<file path="src/rtl/quad_encoder_gen.sv">
// Quadrature encoder emulator: emits a commanded number of A/B edges at a
// programmable period in either direction and mirrors the resulting position.
module quad_encoder_gen #(
  parameter int          DIV_W    = 16,
  parameter int          STEP_W   = 16,
  parameter logic [15:0] POS_INIT = 16'h8000
) (
  input  logic              clk,
  input  logic              rst,
  input  logic              start,
  input  logic              dir,
  input  logic [STEP_W-1:0] nsteps,
  input  logic [DIV_W-1:0]  period,
  input  logic              abort,
  output logic              encA,
  output logic              encB,
  output logic [15:0]       pos,
  output logic              busy,
  output logic              done
);

  typedef enum logic [1:0] {IDLE, RUN, DONE} state_t;

  state_t            state;
  logic              dir_q;
  logic [DIV_W-1:0]  period_q;
  logic [DIV_W-1:0]  div_cnt;
  logic [STEP_W-1:0] remain;
  logic [DIV_W-1:0]  period_eff;
  logic              edge_due;

  // A zero period would stall the divider forever, so it runs at one edge per clock.
  assign period_eff = (period == '0) ? DIV_W'(1) : period;
  assign edge_due   = (div_cnt == DIV_W'(1));

  // NOTE: every register here uses <= so all state updates see pre-edge values.
  always_ff @(posedge clk) begin
    if (rst) begin
      state    <= IDLE;
      encA     <= 1'b0;
      encB     <= 1'b0;
      pos      <= POS_INIT;
      busy     <= 1'b0;
      done     <= 1'b0;
      dir_q    <= 1'b0;
      period_q <= '0;
      div_cnt  <= '0;
      remain   <= '0;
    end else begin
      case (state)
        IDLE: begin
          done <= 1'b0;
          if (start) begin
            dir_q    <= dir;
            period_q <= period_eff;
            div_cnt  <= period_eff;
            remain   <= nsteps;
            if (nsteps == '0) begin
              state <= DONE;
              done  <= 1'b1;
            end else begin
              state <= RUN;
              busy  <= 1'b1;
            end
          end
        end

        RUN: begin
          if (edge_due) begin
            div_cnt <= period_q;
            remain  <= remain - STEP_W'(1);
            // Forward walks 00->10->11->01, reverse walks the opposite way.
            if (dir_q) begin
              encA <= ~encB;
              encB <= encA;
              pos  <= pos + 16'd1;
            end else begin
              encA <= encB;
              encB <= ~encA;
              pos  <= pos - 16'd1;
            end
          end else begin
            div_cnt <= div_cnt - DIV_W'(1);
          end
          // A due edge is still emitted in the abort cycle.
          if ((edge_due && remain == STEP_W'(1)) || abort) begin
            state <= DONE;
            busy  <= 1'b0;
            done  <= 1'b1;
          end
        end

        DONE: begin
          done  <= 1'b0;
          state <= IDLE;
        end

        default: state <= IDLE;
      endcase
    end
  end

endmodule

</file>
<file path="config.mk">
export PLATFORM = sky130hd
export DESIGN_NAME = quad_encoder_gen
export DESIGN_NICKNAME = d
export VERILOG_FILES = /design/src/rtl/quad_encoder_gen.sv
export SDC_FILE = /design/constraint.sdc
export NUM_CORES = 1
export LEC_CHECK = 0
export ABC_AREA = 1
export CAP_MARGIN = 15
export CORE_ASPECT_RATIO = 1.5
export CORE_UTILIZATION = 40
export DETAILED_ROUTE_END_ITERATION = 8
export PLACE_DENSITY = 0.59
export RECOVER_POWER = 25
export SYNTH_ARGS = -nofsm -noshare
export SYNTH_HDL_FRONTEND = slang
export SYNTH_SLANG_ARGS = --single-unit
</file>
<file path="constraint.sdc">
create_clock -name clk -period 2.06 [get_ports clk]
set_input_delay 0.206 -clock clk [delete_from_list [all_inputs] [get_ports clk]]
set_output_delay 0.206 -clock clk [all_outputs]
set_load 0.01 [all_outputs]
</file>
==> summary.txt, run 1 <==
Layout
  • Final nets: slightly above 900
  • Share of cells above drive strength 1: 8.10%
  • Area growth syn-to-layout: 22.7%
  • Inserted Diodes: 0
  • Non-Filler Instances: about 1,000
  • Multi-input logic area: 2980 um2
  • Filler cell count: about 1,200
  • Reg area: between 1000 and 1500 um2

Die
  • Starting Density: 41.2%
  • Core Area: 12,100 um2
  • Die H: 139 um
  • # IOs: 57
  • Std cell rows: 49
  • Die area: roughly 13,000 um2
  • Die Wd: 93.0 um

Pwr
  • Pwr/cell area: roughly 800 nW/um2
  • P_leak: 2.95 nW
  • Max VDD drop: approximately 0.00042 V

Synthesis
  • Synth Flop Type: dfxtp_1
  • EDFF count, synth: 0
  • Post-synth cell types: 44
  • Post-Synth XOR/XNOR Area: 2.11%
  • Yosys warnings: 0
  • Flop and latch count out of synthesis: 71
  • Syn Std Cell Area: 4970 um2
  • Synth Area in Compound Gates: between 15 and 20%
  • Largest family of logic cells by synthesized area: simple AND/OR/NAND/NOR gates
  • Ys async rst share: 0%
  • Synth Area in Adders: roughly 5.7%
  • Mux cell area share after synthesis: 0%
  • Synth Area in Simple Gates: approximately a third
  • Avg Inst Size Synth: ~6.3 um2
  • Mapped Nets: approximately 850
  • Register area share after synthesis: roughly 29%
  • Syn Inst Count: a little under 800

STA
  • Final Hold Fails: 0
  • Rel. slew slack: between 70% and 80%
  • TNS Setup: 0 ps
  • Max Clk Rate: between 500 and 600 MHz
  • RSZ-0062 raised after global routing: no
  • Worst Skew: ~7.0 ps
  • Worst-Margin Slew: 431 ps
  • Setup violators final: 0
  • Max Slew Vio Count: 0
  • Final period util: between 90% and 100%
  • Min Tclk post-route: about 1900 ps

Route
  • Via density: roughly 5.1
  • DRT Wirelength: ~13,000 um
  • Drt pass-1 iters: 7
  • Vias post-DR: 5,137
  • Avg WL per Cell: ~13 um
  • Drt drc: 0
  • Detail Route Antenna Nets: 0
  • Initial drt markers: about 240

Place
  • Placed cells: about 1,000
  • Port Buf Inserts: 56
  • DPL Wire Length: between 10,000 and 15,000 um
  • Placer Congestion: ~0.92

GRT
  • Largest net degree at the start of global routing: 55
  • First-pass GRT wire length: around 22,000 um
  • Number of global-route vias before repair: 4,874
  • Total GRT Usage: between 20% and 30%
  • Total global routing overflow: 0
  • Initial antenna violation count: 0

CTS
  • Post-CTS setup buffer count: 0
  • Longest Clk Path Bufs: 2
  • Clock Latency Late Sink: ~340 ps
  • CTS tree: yes
  • H-Tree Depth: 3
  • CTS sink cnt: 71
  • Num CTS Buffers: 9
  • Clock root cell: clkbuf_16
  • Worst-path clk slew: ~60 ps

Status
  • Status: finished clean

Worst setup path
  • Startpoint Class: register
  • Arrival time at the worst endpoint: 2130 ps
  • Crit Path Category: reg -> reg
  • Critical Path RT: 2280 ps
  • Highest cell delay on the worst timing path: between 300 and 400 ps
  • CP max FO: 14
  • Cell mode on critical path: nand2_1
  • CP max stage cell: ha_1
  • Worst-path cell chain: inv_1, buf_12, ha_1, nand2_1, inv_1, nand3_1, nor3_1, nand2_1, nand3_1, nand2_1, nand2_1, nand3_1
  • Crit path capture type: register

Flow run
  • Max-Cap Viols: 0

Hold path
  • Hold Crit Class: reg -> reg
## state kept, by name, summed over array words and instances (netlist names)
name / cells
div_cnt: 16
busy: 1
encB: 1
encA: 1
state: 2
pos: 16
remain: 16
dir_q: 1
done: 1
period_q: 16
## cell families after synthesis
logic type | count (synthesis)
and+or+nand+nor | 387
AOI/OAI and AO/OA | 157
buffers and inverters | 140
DFF | 71
adders and majority gates | 22
xor gates and xnor gates | 12
## cell usage after synthesis, types with 2 or more instances
| cell | n | area, um2 |
|---|---|---|
| buf_6 | 4 | 45.0 |
| xor2_1 | 6 | 52.6 |
| nand4_1 | 14 | 87.6 |
| nand2_1 | 197 | 739 |
| inv_1 | 112 | 420 |
| nor3_1 | 5 | 25.0 |
| clkbuf_1 | 12 | 45.0 |
| nand3_2 | 2 | 20.0 |
| nand2_2 | 4 | 25.0 |
| a22oi_1 | 3 | 22.5 |
| buf_2 | 5 | 25.0 |
| nand3_1 | 74 | 370 |
| o211ai_1 | 2 | 15.0 |
| o22ai_1 | 2 | 12.5 |
| nand2_4 | 2 | 22.5 |
| a21oi_2 | 8 | 70.1 |
| o21bai_1 | 3 | 22.5 |
| o21ai_0 | 64 | 320 |
| o21ai_1 | 2 | 10.0 |
| a31oi_1 | 3 | 18.8 |
| ha_1 | 21 | 263 |
| or2_2 | 5 | 31.3 |
| nor2_1 | 71 | 267 |
| nor2_2 | 7 | 43.8 |
| dfxtp_1 | 71 | 1420 |
| a21oi_1 | 60 | 300 |
| nand3b_1 | 2 | 15.0 |
| o21a_1 | 7 | 52.6 |
| xnor2_1 | 6 | 52.6 |
## area by class of cell
| cell class | instances | share of cell area, % |
|---|---|---|
| repair buffers | 72 | 11.7 |
| clock buffers | 10 | 3.75 |
| multi-input cells | 578 | 48.9 |
| clock inverters | 6 | 2.17 |
| inverters | 115 | 7.09 |
| flip-flops and latches | 71 | 23.3 |
| well taps | 153 | 3.14 |
## placed cells by master (no fill, tap or decap), drive strengths merged, types with 2 or more instances in the layout
cell and n:
nand3 77, nor3 5, ha 21, dfxtp 71
o21bai 3, a31oi 3, o22ai 2, or2 5
clkinv 3, bufinv 4, nand3b 2, xnor2 6
xor2 6, buf 15, clkbuf 11, o21a 7
clkdlybuf4s50 36, o21ai 67, a22oi 3, dlygate4sd3 20
o211ai 2, a21oi 68, nor2 80, nand4 14
nand2 203, inv 113
## where the power goes
group	internal [mW]	total, mW	leakage [nW]	switching [mW]
sequential	1.50	1.61	0.583	0.112
clock	1.30	1.91	0.173	0.604
combinational	0.501	1.36	2.19	0.861
total	3.31	4.88	2.95	1.58
## routing by layer
metal	global-route usage (%)	up-vias	share of wire [%]	wire, um
met2	39.8	124	51	6840
met5	0	-	0	0
li1	-	2677	-	-
met3	3.18	28	4.0	540
met1	24.8	2308	42	5680
met4	8.34	0	2.8	382
## through the flow
| step | hold slack (ps) | cell area [um2] | power [mW] | setup WS [ps] | utilization [%] |
|---|---|---|---|---|---|
| 2_1_floorplan | 354 | 4970 | 2.62 | 146 | - |
| 3_3_place_gp | 457 | 5740 | 2.98 | 119 | 47.5 |
| 3_5_place_dp | 463 | 5740 | 2.99 | 95.7 | 47.5 |
| 4_1_cts | 468 | 6100 | 4.92 | 84.2 | 50.5 |
| 5_1_grt | 500 | 6100 | 5.19 | 9.49 | 50.5 |
| 6_report | 462 | 6100 | 4.88 | 146 | 50.5 |
## critical path: cells and delay by family (launching register included)
kind	cells	cell delay (ps)
simple gates	8	770
buf+inv	3	320
fa+ha+maj	1	380
flops	1	320
## repair_timing
action                     4_1_cts  5_1_grt
gates resized for setup          0        3
hold buffers                     0        0
setup endpoints to repair        0        2
## path summary, 6_finish.rpt
check	from	to	slack (ps)	depth (start not counted)
worst max-delay path	dir_q	pos[15]	150	12
worst min-delay path	done	done	460	2
worst max register to register	dir_q	pos[15]	150	12
worst min register to register	done	done	460	2
(Power assumes the default switching activity.)
==> run 2, diff against run 1 <==
- CORE_MARGIN: unset -> 5
- clock period: 2.06 -> 1.65 ns (I/O delays scaled with it)
==> summary.txt, run 2 (synthesis gave the netlist of run 1 again) <==
Die
  • Std cell rows: 50 (was 49)
  • Core Area: 12,300 um2 (was 12,100 um2)
  • # IOs: 57 (unchanged)
  • Starting Density: 40.3% (was 41.2%)
  • Die Wd: 101 um (was 93.0 um)
  • Die area: 14,800 um2 (was 12,900 um2)
  • Die H: 147 um (was 139 um)

Place
  • Port Buf Inserts: 56 (unchanged)
  • Area after DPL: 6300 um2 (was 5740 um2)
  • Placer Congestion: 0.859 (was 0.921)
  • Pre-CTS WS: -118 ps (was 95.7 ps)
  • DPL Wire Length: 11,100 um (was 10,100 um)

Route
  • Drt drc: 0 (unchanged)
  • Via density: 5.15 (was 5.11)
  • Detail Route Antenna Nets: 0 (unchanged)
  • Vias post-DR: 5,634 (was 5,137)
  • Initial drt markers: 248 (was 239)
  • Drt pass-1 iters: 5 (was 7)
  • Avg WL per Cell: 14.6 um (was 13.4 um)
  • DRT Wirelength: 16,000 um (was 13,400 um)

Layout
  • Area growth syn-to-layout: 45.7% (was 22.7%)
  • Share of cells above drive strength 1: 25.7% (was 8.10%)
  • Post-Route Utilization: 58.8% (was 50.5%)
  • Reg area: 1440 um2 (was 1420 um2)
  • Inserted Diodes: 0 (unchanged)
  • Most frequent cells in the layout: nand2_1, inv_1, buf_4 (was nand2_1, inv_1, nand3_1)
  • Final nets: 991 (was 906)
  • Filler cell count: 1,128 (was 1,218)
  • Multi-input logic area: 3430 um2 (was 2980 um2)
  • Fin area: 7240 um2 (was 6100 um2)
  • Most common cell after layout, fill and taps aside: nand2_1 (unchanged)

CTS
  • CTS tree: yes (unchanged)
  • Hold_buf cts: 0 (unchanged)
  • Num CTS Buffers: 9 (unchanged)
  • Longest Clk Path Bufs: 2 (unchanged)
  • Clock Latency Late Sink: 340 ps (about the same)
  • H-Tree Depth: 3 (unchanged)
  • CTS sink cnt: 71 (unchanged)
  • Worst-path clk slew: 60 ps (about the same)
  • Clock root cell: clkbuf_16 (unchanged)

GRT
  • Number of global-route vias before repair: 5,355 (was 4,874)
  • Initial antenna violation count: 0 (unchanged)
  • First-pass GRT wire length: 24,300 um (was 22,400 um)
  • Total GRT Usage: 20.2% (was 21.7%)
  • Total global routing overflow: 0 (unchanged)
  • Largest net degree at the start of global routing: 32 (was 55)

Worst setup path
  • CP max FO: 7 (was 14)
  • Crit Path Category: reg -> reg (unchanged)
  • Arrival time at the worst endpoint: 2050 ps (was 2130 ps)
  • Worst reg2reg endpoint: pos[10] (was pos[15])
  • Crit Reg-Reg Startpoint: dir_q (unchanged)
  • Startpoint Class: register (unchanged)
  • Critical Path RT: 1940 ps (was 2280 ps)
  • Worst R2R Path Depth: 13 (was 12)
  • Flop-to-flop setup slack: -120 ps (was 150 ps)
  • Crit path capture type: register (unchanged)

STA
  • Max Slew Vio Count: 0 (unchanged)
  • Hold WS: 427 ps (was 462 ps)
  • Worst Skew: 7.02 ps (was 6.96 ps)
  • Final Hold Fails: 0 (unchanged)
  • Max Clk Rate: 566 MHz (was 523 MHz)
  • Final WS setup: -117 ps (was 146 ps)
  • Setup violators final: 18 (was 0)
  • Final period util: 107% (was 92.9%)
  • Rel. slew slack: 77.9% (was 71.2%)
  • RSZ-0062 raised after global routing: yes (was no)
  • Min Tclk post-route: 1770 ps (was 1910 ps)
  • Worst-Margin Slew: 328 ps (was 431 ps)

Pwr
  • P_leak: 3.41 nW (was 2.95 nW)
  • Total design power: 6.15 mW (was 4.88 mW)
  • Pwr/cell area: 849 nW/um2 (was 800 nW/um2)
  • Max VDD drop: 0.000466 V (was 0.000419 V)

Hold path
  • Hold Crit Class: in -> reg (was reg -> reg)
  • Worst hold endpoint: period_q[3] (was done)
  • Hold depth: 3 (was 2)
  • Min-Delay Startpoint: period[3] (was done)

Status
  • Failing checks: negative setup slack
  • Status: finished, violations left (was finished clean)

Flow run
  • Max-Cap Viols: 0 (unchanged)
## run 2: cell types whose count changed in the layout (fill, tap and decap cells not counted), moves of 7 or more
cell,delta
nand2_2,+18
ha_4,+15
buf_4,+72
nand2_1,-23
clkdlybuf4s50_1,+7
nor2_2,+8
nor2_1,-16
inv_1,-7
dfxtp_1,-7
nor2_4,+8
ha_1,-15
dlygate4sd3_1,-7
## run 2: worst max path at each step
stage | depth (start not counted) | end | slack, ps | from
2_1_floorplan | 12 | pos[13] | 0.7 | dir_q
5_1_grt | 12 | pos[13] | -240 | dir_q
6_report | 13 | pos[10] | -120 | dir_q
3_5_place_dp | 10 | pos[15] | -120 | dir_q
4_1_cts | 10 | pos[10] | -60 | dir_q
3_3_place_gp | 11 | pos[13] | -70 | dir_q
## run 2: area by class of cell
type,count,area share (%)
multi-input cells,579,47.3
flip-flops and latches,71,19.8
repair buffers,155,19.8
inverters,115,6.32
clock buffers,12,3.54
well taps,156,2.69
clock inverters,4,0.276
repair inverters,1,0.225
## run 2: timing repair
item                       4_1_cts  5_1_grt
setup buffers                    1       10
cloned                           1        3
pin swaps                        2       27
setup endpoints to repair       34       65
hold endpoints to repair         0        0
resized for setup               26       99
## run 2: worst max-delay path, cell delays in order, from the launching register on
cell,delay [ps]
dfxtp_4,400
buf_12,130
inv_12,50
ha_4,280
nand2_1,80
inv_1,110
nand2_2,80
buf_4,130
nand2_1,60
nand2_1,60
a31o_2,200
nand3_1,60
nand2_1,50
inv_1,40
## run 2: report_power, final
group          switching (mW)  internal (mW)
Combinational            1.31          0.973
Clock                   0.752           1.09
Sequential              0.148           1.88
Total                    2.21           3.94
## run 2: per-layer routing
layer | up-vias | share of wire [%] | GRT usage (%)
li1 | 2845 | - | -
met1 | 2614 | 41 | 23.1
met2 | 141 | 53 | 36.7
met3 | 34 | 3.9 | 2.92
met4 | 0 | 2.7 | 7.98
met5 | - | 0 | 0
## run 2: metrics by stage
step,instances,TNS (ps)
2_1_floorplan,789,0
3_3_place_gp,1062,-625
3_5_place_dp,1062,-1560
4_1_cts,1080,-289
5_1_grt,1093,-5670
6_report,1093,-742
==> run 3, diff against run 2 <==
- ABC_AREA: 1 -> unset
- PLACE_DENSITY: 0.59 -> 0.6
==> summary.txt, run 3 <==
Synthesis
  • Ys async rst share: 0% (unchanged)
  • Most common cell in the synthesized netlist: nand2_1 (unchanged)
  • Synth area leaders: dfxtp_1, a21oi_1, nand2_1 (was dfxtp_1, nand2_1, inv_1)
  • Avg Inst Size Synth: 7.76 um2 (was 6.30 um2)
  • EDFF count, synth: 0 (unchanged)
  • Synth Flop Type: dfxtp_1 (unchanged)
  • Mapped Nets: 669 (was 848)
  • Post-synth top cells: nand2_1, a21oi_1, dfxtp_1, o21ai_0, nor2_1 (was nand2_1, inv_1, nand3_1, dfxtp_1, nor2_1)
  • Register area share after synthesis: 30.0% (was 28.6%)
  • Syn Std Cell Area: 4740 um2 (was 4970 um2)
  • Dominant cell type by area after synthesis: dfxtp_1 (unchanged)
  • Synth top area share: 30.0% (was 28.6%)
  • Syn Inst Count: 610 (was 789)
  • Yosys warnings: 0 (unchanged)
  • Post-synth cell types: 71 (was 44)
  • Flop and latch count out of synthesis: 71 (unchanged)

Pwr
  • Pwr/cell area: 915 nW/um2 (was 849 nW/um2)
  • Combinational Power Share: 44.5% (was 37.1%)
  • Switching fraction of total power: 34.3% (was 35.9%)
  • Total design power: 7.76 mW (was 6.15 mW)
  • P_leak: 3.41 nW (about the same)
  • P_sw: 2.66 mW (was 2.21 mW)
  • Seq pwr share: 25.9% (was 32.9%)
  • Max VDD drop: 0.000603 V (was 0.000466 V)
  • Portion of total power attributed to the clock network: 29.6% (was 29.9%)
  • Cell Int Power: 5.10 mW (was 3.94 mW)

Worst setup path
  • Critical Path RT: 1860 ps (was 1940 ps)
  • Startpoint Class: register (unchanged)
  • CP max stage cell: dfxtp_4 (unchanged)
  • Highest cell delay on the worst timing path: 410 ps (was 400 ps)
  • Crit Reg-Reg Startpoint: dir_q (unchanged)
  • Flop-to-flop setup slack: -400 ps (was -120 ps)
  • Buf/Inv on CP: 2 (was 5)
  • Crit Path Category: reg -> reg (unchanged)
  • Worst-path cell chain: inv_12, ha_4, buf_4, nand2_1, nor4_4, o211ai_1, a211oi_1, nor4_2 (was buf_12, inv_12, ha_4, nand2_1, inv_1, nand2_2, buf_4, nand2_1, nand2_1, a31o_2, nand3_1, nand2_1, inv_1)
  • Crit path capture type: register (unchanged)
  • CP max FO: 15 (was 7)
  • Worst R2R Path Depth: 8 (was 13)
  • CP top delay family: compound AO/OA/AOI/OAI gates (was buffers and inverters)
  • Worst reg2reg endpoint: pos[15] (was pos[10])
  • Arrival time at the worst endpoint: 2260 ps (was 2050 ps)

Die
  • Die H: 143 um (was 147 um)
  • Die area: 14,200 um2 (was 14,800 um2)
  • Core Area: 11,600 um2 (was 12,300 um2)
  • # IOs: 57 (unchanged)
  • Std cell rows: 48 (was 50)
  • Die Wd: 98.8 um (was 101 um)
  • Starting Density: 40.9% (was 40.3%)

CTS
  • Clock Latency Late Sink: 340 ps (about the same)
  • CTS tree: yes (unchanged)
  • Clock root cell: clkbuf_16 (unchanged)
  • Num CTS Buffers: 9 (unchanged)
  • H-Tree Depth: 3 (unchanged)
  • Worst-path clk slew: 60 ps (about the same)
  • Longest Clk Path Bufs: 2 (unchanged)
  • CTS sink cnt: 71 (unchanged)

GRT
  • Total global routing overflow: 0 (unchanged)
  • First-pass GRT wire length: 28,400 um (was 24,300 um)
  • Total GRT Usage: 24.7% (was 20.2%)
  • Number of global-route vias before repair: 5,926 (was 5,355)
  • Largest net degree at the start of global routing: 26 (was 32)
  • Initial antenna violation count: 0 (unchanged)

Layout
  • Inserted Diodes: 0 (unchanged)
  • Most common cell after layout, fill and taps aside: buf_4 (was nand2_1)
  • Area growth syn-to-layout: 79.0% (was 45.7%)
  • Share of cells above drive strength 1: 47.8% (was 25.7%)
  • Most frequent cells in the layout: buf_4, nand2_1, dfxtp_1 (was nand2_1, inv_1, buf_4)
  • Final nets: 912 (was 991)
  • Post-Route Utilization: 73.1% (was 58.8%)

Place
  • Port Buf Inserts: 56 (unchanged)
  • Placer Congestion: 0.927 (was 0.859)
  • DPL Wire Length: 12,300 um (was 11,100 um)

Route
  • Drt pass-1 iters: 5 (unchanged)
  • Via density: 5.85 (was 5.15)
  • Vias post-DR: 5,896 (was 5,634)
  • DRT Wirelength: 19,200 um (was 16,000 um)
  • Avg WL per Cell: 19.0 um (was 14.6 um)
  • Detail Route Antenna Nets: 0 (unchanged)
  • Initial drt markers: 326 (was 248)
  • Drt drc: 0 (unchanged)

STA
  • Rel. slew slack: 69.2% (was 77.9%)
  • Worst-Margin Slew: 458 ps (was 328 ps)
  • Final Hold Fails: 0 (unchanged)
  • Worst Skew: 5.48 ps (was 7.02 ps)
  • Final period util: 124% (was 107%)
  • Min Tclk post-route: 2050 ps (was 1770 ps)
  • Setup violators final: 52 (was 18)
  • RSZ-0062 raised after global routing: yes (unchanged)
  • Final WS setup: -398 ps (was -117 ps)
  • Max Slew Vio Count: 0 (unchanged)
  • Max Clk Rate: 488 MHz (was 566 MHz)

Status
  • Failing checks: negative setup slack (unchanged)
  • Status: finished, violations left (unchanged)

Flow run
  • Max-Cap Viols: 0 (unchanged)

Hold path
  • Hold depth: 4 (was 3)
  • Worst hold endpoint: pos[13] (was period_q[3])
  • Hold Crit Class: in -> reg (unchanged)
  • Min-Delay Startpoint: rst (was period[3])
-- run 3: changes by cell type after synthesis, moves of 13 or more --
cell,previous run,this run
o21ai_0,64,36
a21o_1,0,16
nor4_1,1,14
inv_1,112,20
nand3_1,74,26
nor2_1,71,31
a211oi_1,0,13
clkbuf_1,12,25
nand2_1,197,77
nor3_1,5,19
-- run 3: final cells by class --
cell class	count	area (um2)
Multi-Input combinational cell	480	4000
Fill cell	772	3110
Timing Repair Buffer	271	2400
Sequential cell	71	1450
Clock buffer	11	243
Tap cell	150	188
Clock inverter	5	104
Inverter	20	92.6
-- run 3: power by group through the flow --
stage,registers (mW),logic (mW),clock network [mW]
global placement,2.02,2.43,0
CTS,2.00,2.92,2.32
global route,2.02,3.66,2.41
detailed placement,2.03,2.47,0
floorplan,2.04,1.44,0
finish,2.01,3.45,2.30
-- run 3: how the worst max path moves through the flow --
stage | start | end | cells after the start
after floorplan | pos[1] | pos[10] | 7
after global placement | dir_q | pos[10] | 7
after detailed placement | dir_q | pos[12] | 7
after CTS | dir_q | pos[12] | 7
after global routing | dir_q | pos[15] | 8
final | dir_q | pos[15] | 8
-- run 3: per-layer routing --
| layer | wire length [um] | track usage (%) | share of wire, % | vias up |
|---|---|---|---|---|
| li1 | - | - | - | 2777 |
| met1 | 6990 | 26.0 | 36 | 2861 |
| met2 | 10700 | 46.7 | 56 | 192 |
| met3 | 816 | 4.30 | 4.3 | 66 |
| met4 | 709 | 12.2 | 3.7 | 0 |
| met5 | 0 | 0 | 0 | - |
-- run 3: cell families after synthesis --
family          count (synthesis)  share of synthesized area, %
mux                             6                          1.37
compound gates                208                          28.9
fa+ha+maj                      22                          5.97
buf+inv                        59                          6.29
xor+xnor                        7                          1.29
flops                          71                          30.0
simple gates                  237                          26.2
-- run 3: tightest hold or removal path, delay by kind of cell --
kind | cells | cell delay, ps
buffers and inverters | 2 | 280
AND/OR/NAND/NOR | 2 | 200
-- run 3: repair_timing --
item | in CTS | in global routing
setup endpoints to repair | 54 | 54
cloned | 3 | 1
pin swaps | 57 | 63
setup buffers | 24 | 27
hold buffers | 0 | 0
gates resized for setup | 101 | 116
-- run 3: stage by stage --
stage | setup TNS [ps] | cell area (um2) | hold slack (ps) | instances | setup WS, ps
after floorplan | -1930 | 5130 | 291 | 610 | -241
after global placement | -10830 | 6890 | 440 | 944 | -376
after CTS | -9400 | 7850 | 347 | 987 | -379
final | -12600 | 8480 | 366 | 1008 | -398
after global routing | -16380 | 8480 | 378 | 1008 | -497
after detailed placement | -11650 | 6890 | 447 | 944 | -397
